`src/rtl/music_pkg.sv`:
```
// Shared definitions for the polyphonic music player: mixer states, sample limits, saturation.
package music_pkg;

    typedef enum logic [1:0] {
        WAIT_FRAME = 2'd0,
        REQUEST    = 2'd1,
        COLLECT    = 2'd2,
        MIX        = 2'd3
    } mixer_state_t;

    localparam int DEFAULT_SAMPLE_W = 16;
    localparam int SAMPLE_MAX       = (2 ** (DEFAULT_SAMPLE_W - 1)) - 1;
    localparam int SAMPLE_MIN       = -(2 ** (DEFAULT_SAMPLE_W - 1));

    // Clamp x to the signed range of a w-bit sample.
    function automatic logic signed [31:0] saturate(input logic signed [31:0] x, input int w);
        logic signed [31:0] hi;
        logic signed [31:0] lo;
        hi = (32'sd1 <<< (w - 1)) - 32'sd1;
        lo = -hi - 32'sd1;
        if (x > hi) return hi;
        if (x < lo) return lo;
        return x;
    endfunction

endpackage

```
`src/rtl/frame_sync.sv`:
```
// Two-flop synchroniser plus registered rising-edge pulse for codec-side strobes.
module frame_sync (
    input  logic clk,
    input  logic reset,
    input  logic async_in,
    output logic pulse
);
    logic sync0;
    logic sync1;
    logic sync2;

    // Raw edge to pulse is three clk: two synchroniser stages plus the registered detect.
    always_ff @(posedge clk or posedge reset) begin
        if (reset) begin
            sync0 <= 1'b0;
            sync1 <= 1'b0;
            sync2 <= 1'b0;
            pulse <= 1'b0;
        end else begin
            sync0 <= async_in;
            sync1 <= sync0;
            sync2 <= sync1;
            pulse <= sync1 & ~sync2;
        end
    end

endmodule

```
`src/rtl/poly_voice_mixer.sv`:
```
// Frame-synchronous mixer: requests, collects, sums, scales and saturates NUM_VOICES samples.
// Optional MIXER_VOLUME_RAMP_EN adds a per-frame volume ramp (also used for mute fades).
module poly_voice_mixer
    import music_pkg::*;
#(
    parameter int NUM_VOICES = 3,
    parameter int SAMPLE_W   = DEFAULT_SAMPLE_W,
    parameter int VOL_W      = 4,
    parameter int TIMEOUT    = 1023
) (
    input  logic                           clk,
    input  logic                           reset,
    input  logic                           New_Frame,
    input  logic [NUM_VOICES-1:0]          voice_enable,
    input  logic [NUM_VOICES*SAMPLE_W-1:0] voice_sample,
    input  logic [NUM_VOICES-1:0]          voice_ready,
    input  logic [VOL_W-1:0]               volume,
    input  logic                           mute,
    output logic                           generate_next_sample,
    output logic [SAMPLE_W-1:0]            sample_out,
    output logic                           clip,
    output logic                           underrun,
    output mixer_state_t                   state_dbg
);
    localparam int SUM_W  = SAMPLE_W + $clog2(NUM_VOICES);
    localparam int PROD_W = SUM_W + VOL_W + 1;
    localparam int CNT_W  = $clog2(TIMEOUT + 1);

    mixer_state_t                state;
    logic                        frame_edge;
    logic [NUM_VOICES-1:0]       mask;
    logic [NUM_VOICES-1:0]       mask_next;
    logic                        all_in;
    logic signed [SAMPLE_W-1:0]  lat [NUM_VOICES];
    logic [CNT_W-1:0]            cnt;
    logic [SAMPLE_W-1:0]         mix_reg;
    logic [VOL_W-1:0]            gain;
    logic signed [SUM_W-1:0]     sum;
    logic signed [PROD_W-1:0]    prod;
    logic signed [31:0]          prod32;
    logic signed [31:0]          sat32;
    logic [SAMPLE_W-1:0]         mix_val;
    logic                        mix_clip;

    frame_sync u_frame_sync (
        .clk      (clk),
        .reset    (reset),
        .async_in (New_Frame),
        .pulse    (frame_edge)
    );

`ifdef MIXER_VOLUME_RAMP_EN
    logic [VOL_W-1:0] eff_vol;
    logic [VOL_W-1:0] vol_target;

    assign vol_target = mute ? '0 : volume;

    always_ff @(posedge clk or posedge reset) begin
        if (reset) begin
            eff_vol <= '0;
        end else if (frame_edge) begin
            if (eff_vol < vol_target) eff_vol <= eff_vol + 1'b1;
            else if (eff_vol > vol_target) eff_vol <= eff_vol - 1'b1;
        end
    end

    assign gain = eff_vol;
`else
    assign gain = volume;
`endif

    assign mask_next = mask | voice_ready;
    assign all_in    = &(mask_next | ~voice_enable);
    assign state_dbg = state;

    always_comb begin
        sum = '0;
        for (int i = 0; i < NUM_VOICES; i++) begin
            if (voice_enable[i] && mask[i]) sum = sum + SUM_W'(lat[i]);
        end
        prod     = PROD_W'(sum) * PROD_W'($signed({1'b0, gain}));
        prod32   = {{(32 - PROD_W){prod[PROD_W-1]}}, prod};
        prod32   = prod32 >>> VOL_W;
        sat32    = saturate(prod32, SAMPLE_W);
        mix_clip = (sat32 != prod32);
        mix_val  = sat32[SAMPLE_W-1:0];
`ifndef MIXER_VOLUME_RAMP_EN
        if (mute) begin
            mix_val  = '0;
            mix_clip = 1'b0;
        end
`endif
    end

    // A frame edge always wins: it publishes mix_reg and restarts collection, whatever the state.
    always_ff @(posedge clk or posedge reset) begin
        if (reset) begin
            state                <= WAIT_FRAME;
            generate_next_sample <= 1'b0;
            sample_out           <= '0;
            clip                 <= 1'b0;
            underrun             <= 1'b0;
            mix_reg              <= '0;
            mask                 <= '0;
            cnt                  <= '0;
            for (int i = 0; i < NUM_VOICES; i++) lat[i] <= '0;
        end else begin
            generate_next_sample <= 1'b0;
            if (frame_edge) begin
                sample_out           <= mix_reg;
                if (state != WAIT_FRAME) underrun <= 1'b1;
                state                <= REQUEST;
                generate_next_sample <= 1'b1;
            end else begin
                case (state)
                    WAIT_FRAME: ;
                    REQUEST: begin
                        mask <= voice_ready;
                        for (int i = 0; i < NUM_VOICES; i++)
                            lat[i] <= voice_ready[i] ? voice_sample[i*SAMPLE_W +: SAMPLE_W] : '0;
                        cnt   <= CNT_W'(TIMEOUT);
                        state <= COLLECT;
                    end
                    COLLECT: begin
                        for (int i = 0; i < NUM_VOICES; i++)
                            if (voice_ready[i]) lat[i] <= voice_sample[i*SAMPLE_W +: SAMPLE_W];
                        mask <= mask_next;
                        cnt  <= cnt - 1'b1;
                        if (all_in || cnt <= CNT_W'(1)) state <= MIX;
                    end
                    MIX: begin
                        mix_reg <= mix_val;
                        if (mix_clip) clip <= 1'b1;
                        state <= WAIT_FRAME;
                    end
                    default: state <= WAIT_FRAME;
                endcase
            end
        end
    end

endmodule

```
`config.mk`:
```
export PLATFORM = sky130hd
export DESIGN_NAME = poly_voice_mixer
export DESIGN_NICKNAME = d
export VERILOG_FILES = /design/src/rtl/music_pkg.sv /design/src/rtl/frame_sync.sv /design/src/rtl/poly_voice_mixer.sv
export SDC_FILE = /design/constraint.sdc
export NUM_CORES = 1
export LEC_CHECK = 0
export CORE_AREA = 10 10 136 232
export DETAILED_ROUTE_END_ITERATION = 6
export DIE_AREA = 0 0 146 242
export PLACE_DENSITY = 0.56
export SYNTH_ARGS = -nofsm -noshare
export SYNTH_HDL_FRONTEND = slang
export SYNTH_SLANG_ARGS = --single-unit
```
`constraint.sdc`:
```
create_clock -name clk -period 17.3 [get_ports clk]
set_clock_uncertainty 0.1 [all_clocks]
set_input_delay 4.325 -clock clk [delete_from_list [all_inputs] [get_ports clk]]
set_output_delay 4.325 -clock clk [all_outputs]
set_load 0.05 [all_outputs]
```
[Word level (Yosys, flattened, before mapping)]
Cells that the tools add are included.
W data, S select, Z words.
Storage, ports and cells
  bits in registers: 102
  input bits: 62
  output and inout port bits: 21
  word-level logic and storage cells: 77
Cells by class
  add/subtract/negate cells: 3
  $mul: 1
  magnitude comparators: 3
  equality and inequality tests: 8
  multiplexer cells: 25
  bitwise operators: 6
  reductions and logical operators: 16
Operators by type and width (count)
  $mux W32: 4
  $mux W16: 7
  $pmux W48 S2: 1
  $mux W18: 3
  $add A18 B16 Y18: 2
  $ne A32 B19 Y1: 1
  $mul A18 B5 Y23: 1
  $pmux W10 S2: 1
  $gt A19 B16 Y1 const B: 1
  $lt A19 B16 Y1 const B: 1
  $reduce_and A3 Y1: 5
  $le A10 B1 Y1 const B: 1
  $sub A10 B1 Y10 const B: 1
  $reduce_and A2 Y1: 4
  $ne A2 B2 Y1 const B: 3
  $or A3 B3 Y3: 2
  $pmux W2 S3: 1
  $pmux W3 S2: 1
  $mux W1: 5
  $eq A2 B2 Y1 const B: 2
  $mux W2: 2
  $reduce_bool A2 Y1: 2
  $reduce_bool A4 Y1: 1
  $logic_and A1 B1 Y1: 3
  other kinds (6): 7

[Longest topological paths before layout]
Gate-level depths: netlist of the first run.
  depth in word-level cells: 15
  gate-level depth with buffers: 47
  mapped depth without buffers: 44

[Hierarchy]
Synthesis of the first run repeated with hierarchy kept, for this count alone.
Unflattened totals
  cell total of the unflattened synthesis: 1002
  area, all modules: 8961.1 µm²
By module, submodules not included
  poly_voice_mixer: instances 1, cells an instance 996, area each 8843.5 µm², seq. area each 2452.4 µm²
  frame_sync: instances 1, cells an instance 6, area each 117.6 µm², seq. area each 100.1 µm²

[Worst setup path before layout of the first run]
No wires, ideal clock.
  kind: input-to-reg
  from: input voice_enable[0]
  to: register mix_reg[0]
  library setup time: 0.067 ns
  arrival: 13.631 ns
  required time: 17.133 ns
  slack: 3.503 ns
  stages on the path: 46
  buffers on the path: 4
  cells stage by stage: buf_6 and2_0 clkbuf_1 nand2_1 inv_1 ha_1 fa_1 and2_1 maj3_1 a32oi_1 nor2_1 maj3_1 a2bb2oi_1 xnor2_1 nand2_1 xor2_1 ha_1 o21ai_1 [10 not listed] inv_1 fa_1 inv_1 ha_1 clkbuf_1 nand3_1 nor2_1 nand4_1 o21a_1 a21oi_1 a31oi_1 o21ai_2 xor2_4 nand3_1 ha_1 nor3_1 clkbuf_1 a221o_1
On the way
  cells in the longest elaborated chain, start to end: 13
  elaborated cells on any way between the ends: 16
  those cells by class: 2 x add/sub; 1 x mul; 2 x order compare; 10 x mux; 1 x reduce/logical
RTL lines
  start: declaration: line poly_voice_mixer.sv:14  | input logic [NUM_VOICES-1:0] voice_enable,
  $logic_and A1 B1 Y1 (*): line poly_voice_mixer.sv:79  | if (voice_enable[i] && mask[i]) sum = sum + SUM_W'(lat[i]);
  $mux W18 (*): line poly_voice_mixer.sv:79
  $add A18 B16 Y18: line poly_voice_mixer.sv:79
  $mux W18 (*): line poly_voice_mixer.sv:79
  $add A18 B16 Y18: line poly_voice_mixer.sv:79
  $mux W18 (*): line poly_voice_mixer.sv:79
  $mul A18 B5 Y23 (*): line poly_voice_mixer.sv:81  | prod = PROD_W'(sum) * PROD_W'($signed({1'b0, gain}));
  $lt A19 B16 Y1: line music_pkg.sv:22  | if (x < lo) return lo;
  $mux W1 (2 in a row): line music_pkg.sv:22
  $mux W32: line music_pkg.sv:23  | return x;
  $mux W32 (*): line music_pkg.sv:22
  $mux W16 (*): line poly_voice_mixer.sv:88  | if (mute) begin
  end signal: assignment: line poly_voice_mixer.sv:132  | mix_reg <= mix_val;
  end: declaration: line poly_voice_mixer.sv:36  | logic [SAMPLE_W-1:0] mix_reg;
Mark *: on every way between the ends. The rest lies on a longest branch, timed or not. The select of a mux whose other input is x is not followed.
A chain may end at the register's enable or synchronous reset.

[Worst setup path after layout of the first run]
  from: input voice_enable[0]
  to: register mix_reg[13]
Same word-level chain as after synthesis.

==> results of run 1 <==
[power by group]
part / internal, W / switching (W)
combinational: 0.000516 / 0.000820
sequential: 0.000331 / 0.0000826
clock: 0.000118 / 0.0000985
total: 0.000965 / 0.00100
[stage by stage]
step | hold slack, ns | total power (W) | util, %
global placement | 0.2350 | 0.001754 | 38.56
floorplan | 0.2312 | 0.001421 | -
detailed placement | 0.2358 | 0.001768 | 38.56
global route | 0.2704 | 0.002171 | 39.67
CTS | 0.2525 | 0.001991 | 39.67
finish | 0.2485 | 0.001966 | 39.67
[cell type report]
class	count	area share, %
multi-input combinational	870	57.85
sequential	102	23.26
timing repair buffer	93	8.231
tap	373	4.252
inverter	105	3.614
clock buffer	11	2.212
clock inverter	5	0.5814
[Yosys cell counts (14+ instances only)]
library cell  instances  share of area [%]
nand2_1             166                6.5
inv_1               105                4.1
dfrtp_1             102                 27
ha_1                 78                 10
nand3_1              73                3.8
nor2_1               65                2.6
and2_1               47                3.1
a21oi_1              44                2.3
o21ai_0              44                2.3
clkbuf_1             39                1.5
fa_1                 38                8.0
xnor2_1              32                2.9
xor2_1               20                1.8
mux2_2               19                2.2
nor2b_1              14               0.92
[worst reg2reg max path, delay by kind of cell, from the launching register on]
| kind | cells | cell delay, ns |
|---|---|---|
| AOI/OAI and AO/OA | 14 | 3.75 |
| adders and majority gates | 8 | 3.10 |
| and+or+nand+nor | 12 | 2.19 |
| buffers and inverters | 3 | 0.47 |
| xor gates and xnor gates | 2 | 0.41 |
| DFF | 1 | 0.37 |
| muxes | 1 | 0.22 |
[cell families after synthesis]
logic type | count (synthesis) | share of synthesized area, %
AOI/OAI and AO/OA | 224 | 17.03
muxes | 25 | 2.872
and+or+nand+nor | 449 | 23.05
xor gates and xnor gates | 53 | 5.062
adders and majority gates | 119 | 18.53
DFF | 102 | 26.75
buffers and inverters | 161 | 6.701
[worst paths after layout]
| path | endpoint | slack (ns) | cells past startpoint | from |
|---|---|---|---|---|
| setup reg to reg | mix_reg[13] | 6.58 | 40 | mask[0] |
| hold reg to reg | u_frame_sync.sync1 | 0.25 | 0 | u_frame_sync.sync0 |
| max in group asynchronous | lat[12] | 11.66 | 3 | reset |
| hold / removal | u_frame_sync.sync1 | 0.25 | 0 | u_frame_sync.sync0 |
| setup / recovery | mix_reg[13] | 2.31 | 40 | voice_enable[0] |
| min in group asynchronous | generate_next_sample | 4.21 | 2 | reset |
[per-layer routing]
metal  vias to the layer above  part of all wire, %  global-route usage [%]
met5                         -                    0                       0
met4                         0                  5.1                   8.333
met3                        58                  3.0                   2.524
met2                       159                   57                   30.46
met1                      3896                   35                   13.61
li1                       4005                    -                       -
==> impl_metrics.py, run 1 <==
metrics = {
    "setup_path": {
        "cp_data_arrival_time_ns": 15.15,
        "worstPathRequired_ns": 17.45,
        "crit_top_cell": "ha_1",
        "cp_max_fo": 18,
        "path_buf_inv": 3,
        "critical_path_class": "input pin to register",
        "start_kind": "input pin",
        "path_delay_family": "compound AO/OA/AOI/OAI gates",
        "cpPeakStageDelay_ns": 0.71,
        "cp-end-kind": "register",
        "cpMaxStageDelayCell": "clkdlybuf4s50_1",
    },
    "floorplan": {
        "start_util_pct": 34.49,
        "die-area_um2": 35330,
        "fp.dieW_um": 146,
        "die_y_um": 242,
        "coreArea_um2": 27670,
        "rows": 81,
        "ioPinCount": 83,
    },
    "placement": {
        "place_inst": 1543,
        "dpl_worst_slack_ns": 1.930,
        "port_buffers": 82,
        "dp_hpwl_um": 22400,
        "place_area_um2": 10670,
        "routabilityCongestion": 0.9415,
    },
    "run": {
        "cap_violations": 0,
    },
    "synthesis": {
        "syn_avg_cell_area_um2": 8.422,
        "ys_seq_area_share_pct": 26.75,
        "synth_fp_nets": 1311,
        "yosys_warnings": 0,
        "syn_area_um2": 9542,
        "yosys_register_bits": 102,
        "synth_cell_types": 86,
        "synthArstFlopShare_pct": 100.0,
        "ys.flop_type": "dfrtp_1",
        "synth-edff-count": 0,
        "synthCells": 1133,
    },
    "clock_network": {
        "postCtsSetupRepairBufs": 0,
        "htree_levels": 3,
        "cts.sinks": 102,
        "clock_path_buffers": 2,
        "clkSlewWorstSetupHoldPaths_ns": 0.07,
        "postCtsHoldBufs": 0,
        "cts_tree": "built",
        "cts_resized": 0,
        "root_buffer": "clkbuf_16",
        "cts_buffers": 9,
        "worstSkewPairLatency_ns": 0.37,
    },
    "cells_and_area": {
        "seqCellArea_um2": 2552,
        "multiInputGateArea_um2": 6350,
        "layout_common_cells": "nand2_1 (166), inv_1 (104), dfrtp_1 (102)",
        "postLayoutCellArea_um2": 10980,
        "instances_no_fill": 1559,
        "nets": 1359,
        "area_delta_synth_final_pct": 15.03,
        "layout_commonest_cell": "nand2_1",
        "nFillCells": 2886,
        "largest_reg_flops": 48,
        "drive_gt1_share_pct": 6.408,
        "antenna_cells": 0,
    },
    "detailed_routing": {
        "antenna_left": 0,
        "post-route-drc-count": 0,
        "drt-pass1-iter-count": 5,
        "vias_per_cell": 5.207,
        "totalWireLength_um": 26680,
        "avgRoutedWirePerCell_um": 17.11,
        "drt_iter0_markers": 383,
        "vias": 8118,
    },
    "sta": {
        "rsz0062_at_grt": "false",
        "timing.final.ws_setup_ns": 2.306,
        "relSlewSlack_pct": 31.70,
        "tightest_slew_ns": 1.016,
        "hold_violations": 0,
        "fin_crit_ns": 14.99,
        "finalSetupViolations": 0,
        "maxSlewViolCount": 0,
        "max_freq_mhz": 66.69,
        "tns_ns": 0,
        "finalCritPeriodShare_pct": 86.67,
    },
    "power": {
        "power_leakage_nw": 5.092,
        "ir_drop_mv": 0.06518,
        "powerDensity_nw_per_um2": 179.2,
    },
    "global_route": {
        "grt_overflow": 0,
        "grt_pass1_wl_um": 43510,
        "grt_pass1_vias": 8533,
        "antenna_found_initial": 0,
        "track_usage_pct": 15.10,
        "grt_max_degree": 68,
    },
    "status": {
        "status": "completed",
    },
    "hold_path": {
        "hold_class": "register to register",
    },
}
No activity file was read; power rests on OpenSTA's default activity.
==> run 2: changes to the inputs <==
--- a/config.mk
+++ b/config.mk
@@ -5,10 +5,12 @@
 export SDC_FILE = /design/constraint.sdc
 export NUM_CORES = 1
 export LEC_CHECK = 0
-export CORE_AREA = 10 10 136 232
+export CORE_AREA = 10 10 159 272
 export DETAILED_ROUTE_END_ITERATION = 6
-export DIE_AREA = 0 0 146 242
-export PLACE_DENSITY = 0.56
+export DIE_AREA = 0 0 169 282
+export PLACE_DENSITY = 0.45
+export SKIP_CTS_REPAIR_TIMING = 1
 export SYNTH_ARGS = -nofsm -noshare
 export SYNTH_HDL_FRONTEND = slang
 export SYNTH_SLANG_ARGS = --single-unit
+export TNS_END_PERCENT = 30
==> run 2 against run 1 <==
  * Non-clock buffer count decreased by 2
  * Routed wire length increased by 8.2%
  * Largest power group unchanged
  * Power decreased by 0.11%
  * Critical path depth is the same
  * Final area is 1.2% higher
  * Sequential share of layout area fell by 0.26 points
  * Combinational power hardly changed
  * Clock power decreased by 2%
  * Final cell count increased by 7.4%
  * Die area rose by 35%
  * First-iteration DRC count decreased by 21%
  * Critical endpoint unchanged
  * Core utilization down 11 points
==> impl_metrics.py, run 2 (synthesis results as in run 1) <==
metrics = {
    "sta": {
        "hold_violations": 0,
        "finalSetupViolations": 0,
        "whs_ns": 0.2591,
        "rsz0062_at_grt": "false",
        "fin_crit_ns": 14.91,
        "relSlewSlack_pct": 30.51,
        "tightest_slew_ns": 1.040,
        "finalCritPeriodShare_pct": 86.17,
        "maxSlewViolCount": 0,
        "tns_ns": 0,
        "max_freq_mhz": 67.08,
    },
    "placement": {
        "port_buffers": 82,
        "place_area_um2": 10800,
        "routabilityCongestion": 0.9157,
        "dp_hpwl_um": 24010,
    },
    "power": {
        "internal-power_w": 0.0009452,
        "pwr-share-comb_pct": 67.5,
        "power_leakage_nw": 5.076,
        "powerDensity_nw_per_um2": 176.9,
        "p_clk_share_pct": 10.8,
        "power_w": 0.001964,
        "ir_drop_mv": 0.05527,
        "p_switching_w": 0.001019,
        "sw_frac_of_total_pct": 51.88,
        "pwr-share-seq_pct": 21.7,
    },
    "global_route": {
        "grt_pass1_vias": 8448,
        "grt_max_degree": 68,
        "antenna_found_initial": 0,
        "grt_pass1_wl_um": 45850,
        "grt_overflow": 0,
        "track_usage_pct": 12.24,
    },
    "detailed_routing": {
        "drt-pass1-iter-count": 4,
        "drt_iter0_markers": 301,
        "antenna_left": 0,
        "totalWireLength_um": 28870,
        "vias_per_cell": 4.803,
        "avgRoutedWirePerCell_um": 17.25,
        "post-route-drc-count": 0,
        "vias": 8041,
    },
    "setup_path": {
        "reg2reg_from": "mask[0]",
        "cp-end-kind": "register",
        "endpoint": "mix_reg[13]",
        "rr_endpoint": "mix_reg[13]",
        "crit_start": "voice_enable[0]",
        "cpMaxStageDelayCell": "clkdlybuf4s50_1",
        "cp_data_arrival_time_ns": 15.07,
        "critical_path_class": "input pin to register",
        "start_kind": "input pin",
        "reg2regPathDepth": 39,
        "cpPeakStageDelay_ns": 0.72,
        "crit_top_cell": "ha_1",
        "worstPathRequired_ns": 17.47,
        "reg2reg_slack_ns": 6.54,
        "cp_max_fo": 18,
    },
    "floorplan": {
        "ioPinCount": 83,
        "die-area_um2": 47660,
        "start_util_pct": 24.59,
        "die_y_um": 282,
        "coreArea_um2": 38800,
        "rows": 96,
        "fp.dieW_um": 169,
    },
    "hold_path": {
        "hold_class": "register to register",
        "worstHoldStart": "u_frame_sync.sync0",
    },
    "clock_network": {
        "clock_path_buffers": 2,
        "worstSkewPairLatency_ns": 0.39,
        "root_buffer": "clkbuf_16",
        "clkSlewWorstSetupHoldPaths_ns": 0.08,
        "cts.sinks": 102,
        "cts_buffers": 9,
        "htree_levels": 3,
        "cts_tree": "built",
    },
    "run": {
        "cap_violations": 0,
    },
    "cells_and_area": {
        "layout_commonest_cell": "nand2_1",
        "nets": 1357,
        "layout_common_cells": "nand2_1 (166), inv_1 (104), dfrtp_1 (102)",
        "largest_reg_flops": 48,
        "area_delta_synth_final_pct": 16.35,
        "postLayoutCellArea_um2": 11100,
        "seqCellArea_um2": 2552,
        "multiInputGateArea_um2": 6350,
        "drive_gt1_share_pct": 6.334,
        "nFillCells": 4216,
        "antenna_cells": 0,
    },
    "status": {
        "status": "completed",
    },
}
==> run 2: cell count changes in the layout (fill, tap and decap cells not counted) <==
cell,before,now
buf_4,11,9
clkinv_8,0,2
inv_6,1,3
bufinv_16,1,0
clkbuf_1,1,0
clkbuf_8,1,0
clkinv_2,1,0
clkinv_4,1,2
inv_8,1,0
==> run 2: area by class of cell <==
type	count	share of cell area [%]
repair buffers	91	8.002
clock buffers	9	2.029
well taps	490	5.522
flip-flops and latches	102	22.99
multi-input cells	870	57.20
clock inverters	7	0.6875
inverters	105	3.573
==> run 2: power by group through the flow <==
| stage | Combinational, W | Clock, W | Sequential [W] |
|---|---|---|---|
| 2_1_floorplan | 0.000977 | 0 | 0.000444 |
| 3_3_place_gp | 0.00134 | 0 | 0.000433 |
| 3_5_place_dp | 0.00135 | 0 | 0.000435 |
| 4_1_cts | 0.00135 | 0.000221 | 0.000430 |
| 5_1_grt | 0.00150 | 0.000230 | 0.000440 |
| 6_report | 0.00133 | 0.000211 | 0.000427 |
==> run 2: worst min path at each step <==
stage	end	depth (start not counted)
2_1_floorplan	u_frame_sync.sync1	0
4_1_cts	u_frame_sync.sync1	0
3_3_place_gp	u_frame_sync.sync1	0
5_1_grt	u_frame_sync.sync1	0
6_report	u_frame_sync.sync1	0
3_5_place_dp	u_frame_sync.sync1	0
==> run 2: worst max-delay path, delay by kind of cell <==
kind,cells,cell delay [ns]
compound gates,12,3.21
xor+xnor,2,0.48
fa+ha+maj,8,3.04
buf+inv,3,0.95
mux,1,0.18
simple gates,14,2.86
==> run 2: per-stage QoR <==
| step | worst slack (ns) | instances | util (%) |
|---|---|---|---|
| 4_1_cts | 2.444 | 1674 | 28.62 |
| 5_1_grt | 1.720 | 1674 | 28.62 |
| 6_report | 2.393 | 1674 | 28.62 |
| 3_3_place_gp | 2.218 | 1658 | 27.84 |
| 3_5_place_dp | 2.055 | 1658 | 27.84 |
| 2_1_floorplan | 3.503 | 1133 | - |
==> run 2: metal layers <==
metal	share of wire (%)	track usage, %	routed length (µm)
met1	36	11.64	10270
met2	57	24.15	16450
met3	3.0	1.897	862
met4	4.5	6.659	1287
met5	0	0	0
==> run 3: changes to the inputs <==
--- a/config.mk
+++ b/config.mk
@@ -5,9 +5,10 @@
 export SDC_FILE = /design/constraint.sdc
 export NUM_CORES = 1
 export LEC_CHECK = 0
-export CORE_AREA = 10 10 159 272
+export CAP_MARGIN = 10
+export CORE_AREA = 2 2 151 264
 export DETAILED_ROUTE_END_ITERATION = 6
-export DIE_AREA = 0 0 169 282
+export DIE_AREA = 0 0 153 266
 export PLACE_DENSITY = 0.45
 export SKIP_CTS_REPAIR_TIMING = 1
 export SYNTH_ARGS = -nofsm -noshare
==> run 3 against run 2 <==
  * Worst hold slack improved by 0.0034 ns
  * Maximum frequency shrank 0.68%
  * Global-route usage rose by 1.8 points
  * Power decreased by 0.20%
  * Routed wire length fell by 2.6%
  * Largest cell class unchanged
==> impl_metrics.py, run 3 (synthesis results as in run 1) <==
metrics = {
    "status": {
        "status": "completed",
    },
    "cells_and_area": {
        "drive_gt1_share_pct": 6.334,
        "largest_reg_flops": 48,
        "layout_common_cells": "nand2_1 (166), inv_1 (104), dfrtp_1 (102)",
        "antenna_cells": 0,
        "nets": 1357,
        "area_delta_synth_final_pct": 16.14,
        "layout_commonest_cell": "nand2_1",
    },
    "floorplan": {
        "coreArea_um2": 38800,
        "ioPinCount": 83,
        "rows": 96,
        "die_y_um": 266,
        "start_util_pct": 24.59,
        "fp.dieW_um": 153,
        "die-area_um2": 40700,
    },
    "power": {
        "power_leakage_nw": 5.065,
        "pwr-share-seq_pct": 21.8,
        "sw_frac_of_total_pct": 51.87,
        "p_clk_share_pct": 10.4,
        "power_w": 0.001960,
        "ir_drop_mv": 0.05387,
        "pwr-share-comb_pct": 67.7,
        "powerDensity_nw_per_um2": 176.9,
        "p_switching_w": 0.001017,
        "internal-power_w": 0.0009434,
    },
    "detailed_routing": {
        "vias_per_cell": 4.786,
        "antenna_left": 0,
        "totalWireLength_um": 28110,
        "post-route-drc-count": 0,
        "avgRoutedWirePerCell_um": 16.79,
        "drt-pass1-iter-count": 6,
        "vias": 8011,
        "drt_iter0_markers": 303,
    },
    "sta": {
        "tns_ns": 0,
        "maxSlewViolCount": 0,
        "rsz0062_at_grt": "false",
        "finalCritPeriodShare_pct": 86.76,
        "tightest_slew_ns": 1.022,
        "max_freq_mhz": 66.63,
        "hold_violations": 0,
        "finalSetupViolations": 0,
        "relSlewSlack_pct": 31.76,
        "fin_crit_ns": 15.01,
    },
    "placement": {
        "port_buffers": 82,
        "routabilityCongestion": 0.8841,
        "dp_hpwl_um": 23390,
    },
    "clock_network": {
        "worstSkewPairLatency_ns": 0.39,
        "htree_levels": 3,
        "cts_buffers": 9,
        "clkSlewWorstSetupHoldPaths_ns": 0.08,
        "cts_tree": "built",
        "cts.sinks": 102,
        "clock_path_buffers": 2,
        "root_buffer": "clkbuf_16",
    },
    "global_route": {
        "antenna_found_initial": 0,
        "grt_pass1_wl_um": 44930,
        "grt_pass1_vias": 8540,
        "grt_overflow": 0,
        "grt_max_degree": 65,
        "track_usage_pct": 14.08,
    },
    "setup_path": {
        "cpMaxStageDelayCell": "clkdlybuf4s50_1",
        "cp_max_fo": 18,
        "worstPathRequired_ns": 17.46,
        "path_delay_family": "adder cells",
        "cp-end-kind": "register",
        "crit_top_cell": "ha_1",
        "critical_path_class": "input pin to register",
        "cp_data_arrival_time_ns": 15.17,
        "start_kind": "input pin",
        "cpPeakStageDelay_ns": 0.72,
        "path_buf_inv": 5,
    },
    "hold_path": {
        "hold_class": "register to register",
    },
    "run": {
        "cap_violations": 0,
    },
}
-- run 3: cell count changes in the layout (fill, tap and decap cells not counted) --
cell | before | now
inv_8 | 0 | 2
clkinv_8 | 2 | 0
inv_6 | 3 | 1
clkinvlp_4 | 0 | 2
clkinv_4 | 2 | 0
clkinv_2 | 0 | 2
-- run 3: final cells by class --
cell class | instances | area, µm²
clock inverters | 7 | 56.30
inverters | 105 | 396.6
flip-flops and latches | 102 | 2552
fillers | 4207 | 27720
multi-input cells | 870 | 6350
repair buffers | 91 | 888.4
clock buffers | 9 | 225.2
well taps | 490 | 613.1
-- run 3: metrics by stage --
| step | std cells | area (µm²) | setup slack, ns | hold slack (ns) | utilization (%) |
|---|---|---|---|---|---|
| floorplan | 1133 | 9542 | 3.503 | 0.2312 | - |
| global placement | 1658 | 10800 | 1.999 | 0.2394 | 27.84 |
| detailed placement | 1658 | 10800 | 1.896 | 0.2483 | 27.84 |
| CTS | 1674 | 11080 | 2.304 | 0.2687 | 28.56 |
| global route | 1674 | 11080 | 1.489 | 0.2816 | 28.56 |
| finish | 1674 | 11080 | 2.291 | 0.2626 | 28.56 |
-- run 3: power by group through the flow --
stage | combinational, W | clock, W | sequential, W
3_5_place_dp | 0.00135 | 0 | 0.000436
6_report | 0.00133 | 0.000205 | 0.000428
2_1_floorplan | 0.000977 | 0 | 0.000444
3_3_place_gp | 0.00133 | 0 | 0.000435
4_1_cts | 0.00135 | 0.000215 | 0.000431
5_1_grt | 0.00149 | 0.000220 | 0.000441
-- run 3: worst paths after layout --
path | start | end | slack (ns) | cells after the start
max | voice_enable[0] | mix_reg[13] | 2.29 | 46
min | u_frame_sync.sync0 | u_frame_sync.sync1 | 0.26 | 0
max reg2reg | mask[0] | mix_reg[13] | 6.46 | 45
min reg2reg | u_frame_sync.sync0 | u_frame_sync.sync1 | 0.26 | 0
max in group asynchronous | reset | lat[12] | 11.61 | 3
min in group asynchronous | reset | generate_next_sample | 4.20 | 2
-- run 3: layer usage --
layer | up-vias | part of all wire (%) | track usage [%]
li1 | 4004 | - | -
met1 | 3857 | 35 | 13.13
met4 | 0 | 4.5 | 7.307
met5 | - | 0 | 0
met3 | 48 | 2.4 | 2.001
met2 | 102 | 58 | 28.88
